## src/rtl/filter_seq_pkg.sv

```systemverilog
// ============================================================================
//  Module   : filter_seq_pkg
//  Purpose  : Shared types and constants for the 3x3 line-filter sequencer.
//  Revision : 1.0  initial release
// ============================================================================
`default_nettype none

package filter_seq_pkg;

  typedef enum logic [2:0] {
    IDLE   = 3'd0,
    LOAD   = 3'd1,
    SETTLE = 3'd2,
    READ   = 3'd3,
    EMIT   = 3'd4
  } seq_state_e;

  localparam int unsigned c_ROW_PX    = 240;
  localparam int unsigned c_ROWS      = 3;
  localparam int unsigned c_BAND_PX   = c_ROWS * c_ROW_PX;
  localparam int unsigned c_READ_HOLD = 3;
  localparam int unsigned c_CURSOR_W  = 10;

  // RGB565 field positions
  localparam int unsigned c_RGB_R_MSB = 15;
  localparam int unsigned c_RGB_R_LSB = 11;
  localparam int unsigned c_RGB_G_MSB = 10;
  localparam int unsigned c_RGB_G_LSB = 5;
  localparam int unsigned c_RGB_B_MSB = 4;
  localparam int unsigned c_RGB_B_LSB = 0;

endpackage

`default_nettype wire

```

## src/rtl/filter_line_sequencer.sv

```systemverilog
// ============================================================================
//  Module   : filter_line_sequencer
//  Purpose  : Loads one 3-row band into the line filter, then sweeps the
//             interior cursors and streams the filtered pixels out.
//  Revision : 1.0  initial release
// ============================================================================
`default_nettype none

module filter_line_sequencer
  import filter_seq_pkg::*;
#(
  parameter int unsigned ROW_PX    = c_ROW_PX,
  parameter int unsigned ROWS      = c_ROWS,
  parameter int unsigned READ_HOLD = c_READ_HOLD,
  parameter int unsigned CURSOR_W  = c_CURSOR_W
) (
  input  logic                clk,
  input  logic                reset,
  input  logic [15:0]         s_data,
  input  logic                s_valid,
  output logic                s_ready,
  output logic [15:0]         m_data,
  output logic                m_valid,
  input  logic                m_ready,
  output logic                m_last,
  output logic [15:0]         f_d_in,
  output logic                f_wren,
  output logic [CURSOR_W-1:0] f_cursor,
  input  logic [15:0]         f_d_out,
  input  logic                f_d_rdy,
  output logic [15:0]         band_cnt
);

  localparam logic [CURSOR_W-1:0] LAST_LOAD = CURSOR_W'(ROWS * ROW_PX - 1);
  localparam logic [CURSOR_W-1:0] LAST_RD   = CURSOR_W'(ROW_PX - 2);
  localparam logic [CURSOR_W-1:0] FIRST_RD  = CURSOR_W'(1);
  localparam logic [1:0]          HOLD_MIN  = 2'(READ_HOLD);

  seq_state_e          state_q,    state_d;
  logic [CURSOR_W-1:0] load_cnt_q, load_cnt_d;
  logic [CURSOR_W-1:0] rd_cnt_q,   rd_cnt_d;
  logic [1:0]          hold_q,     hold_d;
  logic                s_ready_q,  s_ready_d;
  logic [15:0]         m_data_q,   m_data_d;
  logic                m_valid_q,  m_valid_d;
  logic                m_last_q,   m_last_d;
  logic [15:0]         f_d_in_q,   f_d_in_d;
  logic                f_wren_q,   f_wren_d;
  logic [CURSOR_W-1:0] f_cursor_q, f_cursor_d;
  logic [15:0]         band_cnt_q, band_cnt_d;

  always_ff @(posedge clk) begin
    if (reset) begin
      state_q    <= IDLE;
      load_cnt_q <= '0;
      rd_cnt_q   <= '0;
      hold_q     <= '0;
      s_ready_q  <= 1'b0;
      m_data_q   <= '0;
      m_valid_q  <= 1'b0;
      m_last_q   <= 1'b0;
      f_d_in_q   <= '0;
      f_wren_q   <= 1'b0;
      f_cursor_q <= '0;
      band_cnt_q <= '0;
    end else begin
      state_q    <= state_d;
      load_cnt_q <= load_cnt_d;
      rd_cnt_q   <= rd_cnt_d;
      hold_q     <= hold_d;
      s_ready_q  <= s_ready_d;
      m_data_q   <= m_data_d;
      m_valid_q  <= m_valid_d;
      m_last_q   <= m_last_d;
      f_d_in_q   <= f_d_in_d;
      f_wren_q   <= f_wren_d;
      f_cursor_q <= f_cursor_d;
      band_cnt_q <= band_cnt_d;
    end
  end

  always_comb begin
    state_d    = state_q;
    load_cnt_d = load_cnt_q;
    rd_cnt_d   = rd_cnt_q;
    hold_d     = hold_q;
    m_data_d   = m_data_q;
    m_valid_d  = m_valid_q;
    m_last_d   = m_last_q;
    f_d_in_d   = f_d_in_q;
    f_wren_d   = 1'b0;
    f_cursor_d = f_cursor_q;
    band_cnt_d = band_cnt_q;

    case (state_q)
      IDLE: begin
        load_cnt_d = '0;
        state_d    = LOAD;
      end
      LOAD: begin
        if (s_valid && s_ready_q) begin
          f_d_in_d   = s_data;
          f_wren_d   = 1'b1;
          f_cursor_d = load_cnt_q;
          load_cnt_d = load_cnt_q + 1'b1;
          if (load_cnt_q == LAST_LOAD) begin
            state_d = SETTLE;
          end
        end
      end
      SETTLE: begin
        rd_cnt_d   = FIRST_RD;
        f_cursor_d = FIRST_RD;
        hold_d     = '0;
        state_d    = READ;
      end
      READ: begin
        f_cursor_d = rd_cnt_q;
        hold_d     = (hold_q == 2'b11) ? hold_q : hold_q + 1'b1;
        // Until the cursor has been stable long enough, a d_rdy may stem
        // from a stale pipeline address that happens to match.
        if ((hold_q >= HOLD_MIN) && f_d_rdy) begin
          m_data_d  = f_d_out;
          m_valid_d = 1'b1;
          m_last_d  = (rd_cnt_q == LAST_RD);
          state_d   = EMIT;
        end
      end
      EMIT: begin
        if (m_valid_q && m_ready) begin
          m_valid_d = 1'b0;
          m_last_d  = 1'b0;
          if (rd_cnt_q == LAST_RD) begin
            band_cnt_d = band_cnt_q + 16'd1;
            load_cnt_d = '0;
            state_d    = LOAD;
          end else begin
            rd_cnt_d   = rd_cnt_q + 1'b1;
            f_cursor_d = rd_cnt_q + 1'b1;
            hold_d     = '0;
            state_d    = READ;
          end
        end
      end
      default: state_d = IDLE;
    endcase

    s_ready_d = (state_d == LOAD);
  end

  assign s_ready  = s_ready_q;
  assign m_data   = m_data_q;
  assign m_valid  = m_valid_q;
  assign m_last   = m_last_q;
  assign f_d_in   = f_d_in_q;
  assign f_wren   = f_wren_q;
  assign f_cursor = f_cursor_q;
  assign band_cnt = band_cnt_q;

endmodule

`default_nettype wire
```

## config.mk

```make
export PLATFORM = sky130hd
export DESIGN_NAME = filter_line_sequencer
export DESIGN_NICKNAME = d
export VERILOG_FILES = /design/src/rtl/filter_seq_pkg.sv /design/src/rtl/filter_line_sequencer.sv
export SDC_FILE = /design/constraint.sdc
export NUM_CORES = 1
export LEC_CHECK = 0
export BUFFER_PORTS_ARGS = -buffer_cell sky130_fd_sc_hd__buf_2
export CAP_MARGIN = 10
export CORE_UTILIZATION = 57
export DETAILED_ROUTE_END_ITERATION = 10
export HOLD_SLACK_MARGIN = 0.02
export PLACE_DENSITY = 0.85
export RECOVER_POWER = 100
export SETUP_SLACK_MARGIN = 0.05
export SYNTH_ARGS = -nofsm -noshare
export SYNTH_HDL_FRONTEND = slang
export SYNTH_SLANG_ARGS = --single-unit
export TNS_END_PERCENT = 30
```

## constraint.sdc

```tcl
create_clock -name clk -period 6 [get_ports clk]
set_clock_uncertainty 0.05 [all_clocks]
set_input_delay 1.2 -clock clk [delete_from_list [all_inputs] [get_ports clk]]
set_output_delay 1.2 -clock clk [all_outputs]
set_load 0.005 [all_outputs]
```

# Word-level counts from Yosys, hierarchy flattened

Index checks and enable logic that the tools add are counted.
Widths: inputs -> output; s select.

Register bits after elaboration: 87

Add/subtract/negate cells: 4
Reductions and logical operators: 18
Bitwise operators: 1
Equality and inequality tests: 14
Order comparisons: 1
Muxes and demuxes: 25

Operators with widths:

| cell                  | number |
|---|---|
| $mux 10               | 6 |
| $pmux 10 s4           | 1 |
| $pmux 10 s3           | 1 |
| $add 10x1->10 const B | 2 |
| $pmux 10 s2           | 1 |
| $add 16x1->16 const B | 1 |
| $pmux 3 s5            | 1 |
| $mux 3                | 4 |
| $ne 2x2->1 const B    | 6 |
| $reduce_and 4->1      | 3 |
| $eq 10x10->1 const B  | 1 |
| $eq 10x8->1 const B   | 1 |
| $reduce_and 3->1      | 3 |
| $mux 2                | 4 |
| $eq 3x1->1 const B    | 2 |
| $eq 3x2->1 const B    | 2 |
| $pmux 2 s3            | 1 |
| $reduce_bool 3->1     | 2 |
| $mux 1                | 4 |
| $pmux 1 s2            | 2 |
| $reduce_and 2->1      | 2 |
| $reduce_bool 2->1     | 2 |
| $reduce_bool 4->1     | 1 |
| $eq 3x3->1 const B    | 1 |
| 7 further kinds       | 9 |

# Longest topological paths before layout

Depth in word-level cells: 5
Mapped depth: 9
Gate-level depth less buffers: 7

# Worst setup path after synthesis

Ideal clock, no wire load.

Kind: input to register
Start point: in m_ready
End point: reg band_cnt_q[15], in the netlist band_cnt[15]
Arrival time: 2468 ps
Setup slack: 3413 ps
Required time: 5881 ps
Stages on the path: 5
Setup time: 69 ps
Buffers on the path: 0
Cells stage by stage: nand4b_1 > nor4_4 > nand4_2 > or4_1 > o21ai_1

Word-level cells in the longest chain between the ends: 2

RTL lines:

| what                              | line                         | text |
|---|---|---|
| start: declaration                | filter_line_sequencer.sv:24  | `input logic m_ready,` |
| $logic_and 1x1->1                 | filter_line_sequencer.sv:130 | `if (m_valid_q && m_ready) begin` |
| $reduce_and 3->1 (no source line) | -                            |  |
| end signal: assignment            | filter_line_sequencer.sv:78  | `band_cnt_q <= band_cnt_d;` |
| end: declaration                  | filter_line_sequencer.sv:50  | `logic [15:0] band_cnt_q, band_cnt_d;` |

Every way passes these cells.
A chain may end at the register's enable or synchronous reset.

# Worst setup path in the final report

Start point: reg state_q[2]
End point: reg f_cursor_q[5], in the netlist f_cursor[5]

Word-level cells in the longest chain between the ends: 3

RTL lines:

| what                                                             | line                        | text |
|---|---|---|
| start: declaration                                               | filter_line_sequencer.sv:39 | `seq_state_e state_q, state_d;` |
| start signal: assignment                                         | filter_line_sequencer.sv:67 | `state_q <= state_d;` |
| $eq 3x3->1 (tied with other cells)                               | filter_line_sequencer.sv:95 | `case (state_q)` |
| $reduce_bool 4->1 (no source line) or $ne 2x2->1 (tied branches) | -                           |  |
| $reduce_and 4->1 (no source line)                                | -                           |  |
| end signal: assignment                                           | filter_line_sequencer.sv:77 | `f_cursor_q <= f_cursor_d;` |
| end: declaration                                                 | filter_line_sequencer.sv:49 | `logic [CURSOR_W-1:0] f_cursor_q, f_cursor_d;` |

Parallel ways exist; a longest one is shown, timed or not.

==> results.md <==
- Met2 usage: 0.425
- Grt peak-use layer: met2
- Max Fclk: 0.272 GHz
- Routability Congestion: 0.900
- Synth warn: 0
- Starting DRT DRC Count: 424
- Core ar.: 0.00687 mm2
- Pre-CTS WS: 2.70 ns
- Final hold violations: 0
- Final worst-path cycle share: 0.613
- Port bufs: 98
- Num CTS Buffers: 9
- Register area share after synthesis: 0.427
- PostCTS Resize Cnt: 0
- IR drop worst, VDD: 0.157 mV
- Max cap viols: 3
- Largest net degree at the start of global routing: 75
- Mapped Area: 0.00408 mm2
- Vias in the first global route: 3552
- # fillers: 595
- CTS max path bufs: 2
- Via/cell ratio: 5.81
- Violated checks: capacitance limit, slew limit
- Most common cell after layout, fill and taps aside: nand2_1
- Total track usage: 0.277
- Synth cell types: 56
- Area Overhead vs Synth: 15.6%
- Area leader, netlist: dfxtp_1
- WP data required: 6.23 ns
- Status: finished with violations
- Most frequent cells in the layout: nand2_1, dfxtp_1, buf_2
- Worst Setup Path Type: reg -> reg
- I/O pins: 99
- Main flop type after synthesis: dfxtp_1
- CP endpoint kind: register
- Maximum fanout along the worst path: 26
- Slew HR: -0.247
- Pins over their slew limit: 38
- Top Family by Delay on Critical Path: simple AND/OR/NAND/NOR gates
- Die width: 86.6 um
- DR vias: 4002
- GR Layer Usage met1: 0.357
- Post-synth ARST share: 0
- Root Buffer Master: clkbuf_8
- Min-Delay Path Class: reg -> reg
- Final setup fails: 0
- Share of layout cells above drive strength 1: 0.162
- Global-route wire length before repair: 16.3 mm
- Reg clk slew, reported paths: 0.08 ns
- Top cells by area, synth: dfxtp_1, nand2_1, a21oi_1
- Worst Max-Slew Pin Slew: 1.86 ns
- Global Route met3 Usage: 0.0886
- Synth top area share: 0.427
- Synth Instances: 506
- Antenna diodes: 0
- Hold_buf cts: 0
- Mean Syn Cell Area: 8.06 um2
- Die height: 86.6 um
- Sink Count: 87
- Buffers and inverters on the worst path: 1
- Htree depth: 3
- Total gr overflow: 0
- Worst-skew pair later-pin latency: 0.35 ns
- Register bit count reported by yosys: 87
- WL final: 10.2 mm
- Starting density of the core: 0.593
- PwrDens: 225 mW/mm2
- Antenna-violating nets left: 0
- Rows: 30
- Crit-path cells: nor3b_1, nand3_1, o22ai_1, clkbuf_1, o21ai_0, a31oi_1
- DR pass1 iterations: 5
- Worst setup SP type: register
- Crit path DAT: 3.90 ns
- Setup WS post-layout: 2.32 ns
- Fin crit period: 3.68 ns
- Number of enable flip-flop cells after synthesis: 0
- Pleak: 1.79 nW
- Postcts setup bufs: 0
- Routed len/inst: 14.7 um
- Total power: 0.00106 W
- Setup TNS: 0 ns
- CP peak stage delay: 0.85 ns
- RSZ-0062 raised after global routing: false
- Final HPWL DP: 6.93 mm
- Slowest library cell on the worst path: dfxtp_1
- Die ar.: 0.00749 mm2
- Nets@finish: 630
- CTS tree: built
- DR DRC count: 0
- Initial antenna violation count: 0
- Synth Net Count: 548
-- tightest hold or removal path, delay by kind of cell (launching register included) --
family | cells | cell delay (ns)
flops | 1 | 0.31
compound gates | 1 | 0.05
simple gates | 1 | 0.05
-- path summary, 6_finish.rpt --
kind	cells past startpoint	end	slack, ns	from
worst max-delay path	6	f_cursor[5]	2.32	state_q[2]
worst min-delay path	2	m_data[13]	0.41	m_data[13]
worst max register to register	6	f_cursor[5]	2.32	state_q[2]
worst min register to register	2	m_data[13]	0.41	m_data[13]
-- per-layer routing --
| layer | up-vias | part of all wire |
|---|---|---|
| li1 | 1942 | - |
| met1 | 1809 | 0.42 |
| met2 | 218 | 0.46 |
| met3 | 33 | 0.093 |
| met4 | 0 | 0.025 |
| met5 | - | 0 |
-- final cells by class --
type | count | area (um2) | area share
multi-input combinational | 383 | 2140 | 0.455
sequential | 87 | 1740 | 0.370
timing repair buffer | 100 | 470 | 0.0998
clock buffer | 12 | 155 | 0.0329
tap | 96 | 120 | 0.0255
clock inverter | 4 | 53.8 | 0.0114
inverter | 7 | 26.3 | 0.00558
-- report_power, final --
part	switching [W]	internal, W	leakage [nW]
Clock	0.000206	0.000216	0.0988
Sequential	0.00000508	0.000584	0.703
Combinational	0.0000284	0.0000191	0.985
Total	0.000240	0.000819	1.79
-- cells in the mapped netlist, types with 4 or more instances --
cell type	count
and2_1	5
ha_1	5
nor2b_1	8
a31oi_1	6
nor3_1	9
xor2_1	16
a21oi_1	56
nor2_1	48
nand2_1	96
nor4_1	4
inv_1	7
dfxtp_1	87
nand3_1	13
a22oi_1	9
xnor2_1	8
buf_1	4
o21ai_0	16
nand4_1	11
and3_1	7
clkbuf_1	22
or3_1	4
o211ai_1	8
-- sequential cells by signal, summed over array words and instances, names as in the netlist --
signal,count
f_d_in,16
m_last,1
band_cnt,16
state_q,3
hold_q,2
f_cursor,10
s_ready,1
rd_cnt_q,10
load_cnt_q,10
m_data,16
f_wren,1
m_valid,1
-- metrics by stage --
step / area [um2] / hold slack [ns] / cells / utilization
after detailed placement: 4570 / 0.393 / 672 / 0.666
after global routing: 4710 / 0.423 / 689 / 0.686
after floorplan: 4080 / 0.403 / 506 / -
after global placement: 4570 / 0.389 / 672 / 0.666
after CTS: 4780 / 0.405 / 688 / 0.696
final: 4710 / 0.406 / 689 / 0.686
-- kinds of logic (layout without fill, tap and decap cells) --
family                     Yosys count  after routing  synth area share
xor gates and xnor gates            24             24            0.0516
muxes                                5              5            0.0129
AOI/OAI and AO/OA                  123            123             0.185
buffers and inverters               36            123            0.0371
DFF                                 87             87             0.427
adders and majority gates            5              5            0.0153
and+or+nand+nor                    226            226             0.270
Power figures use the tool's default switching activity.
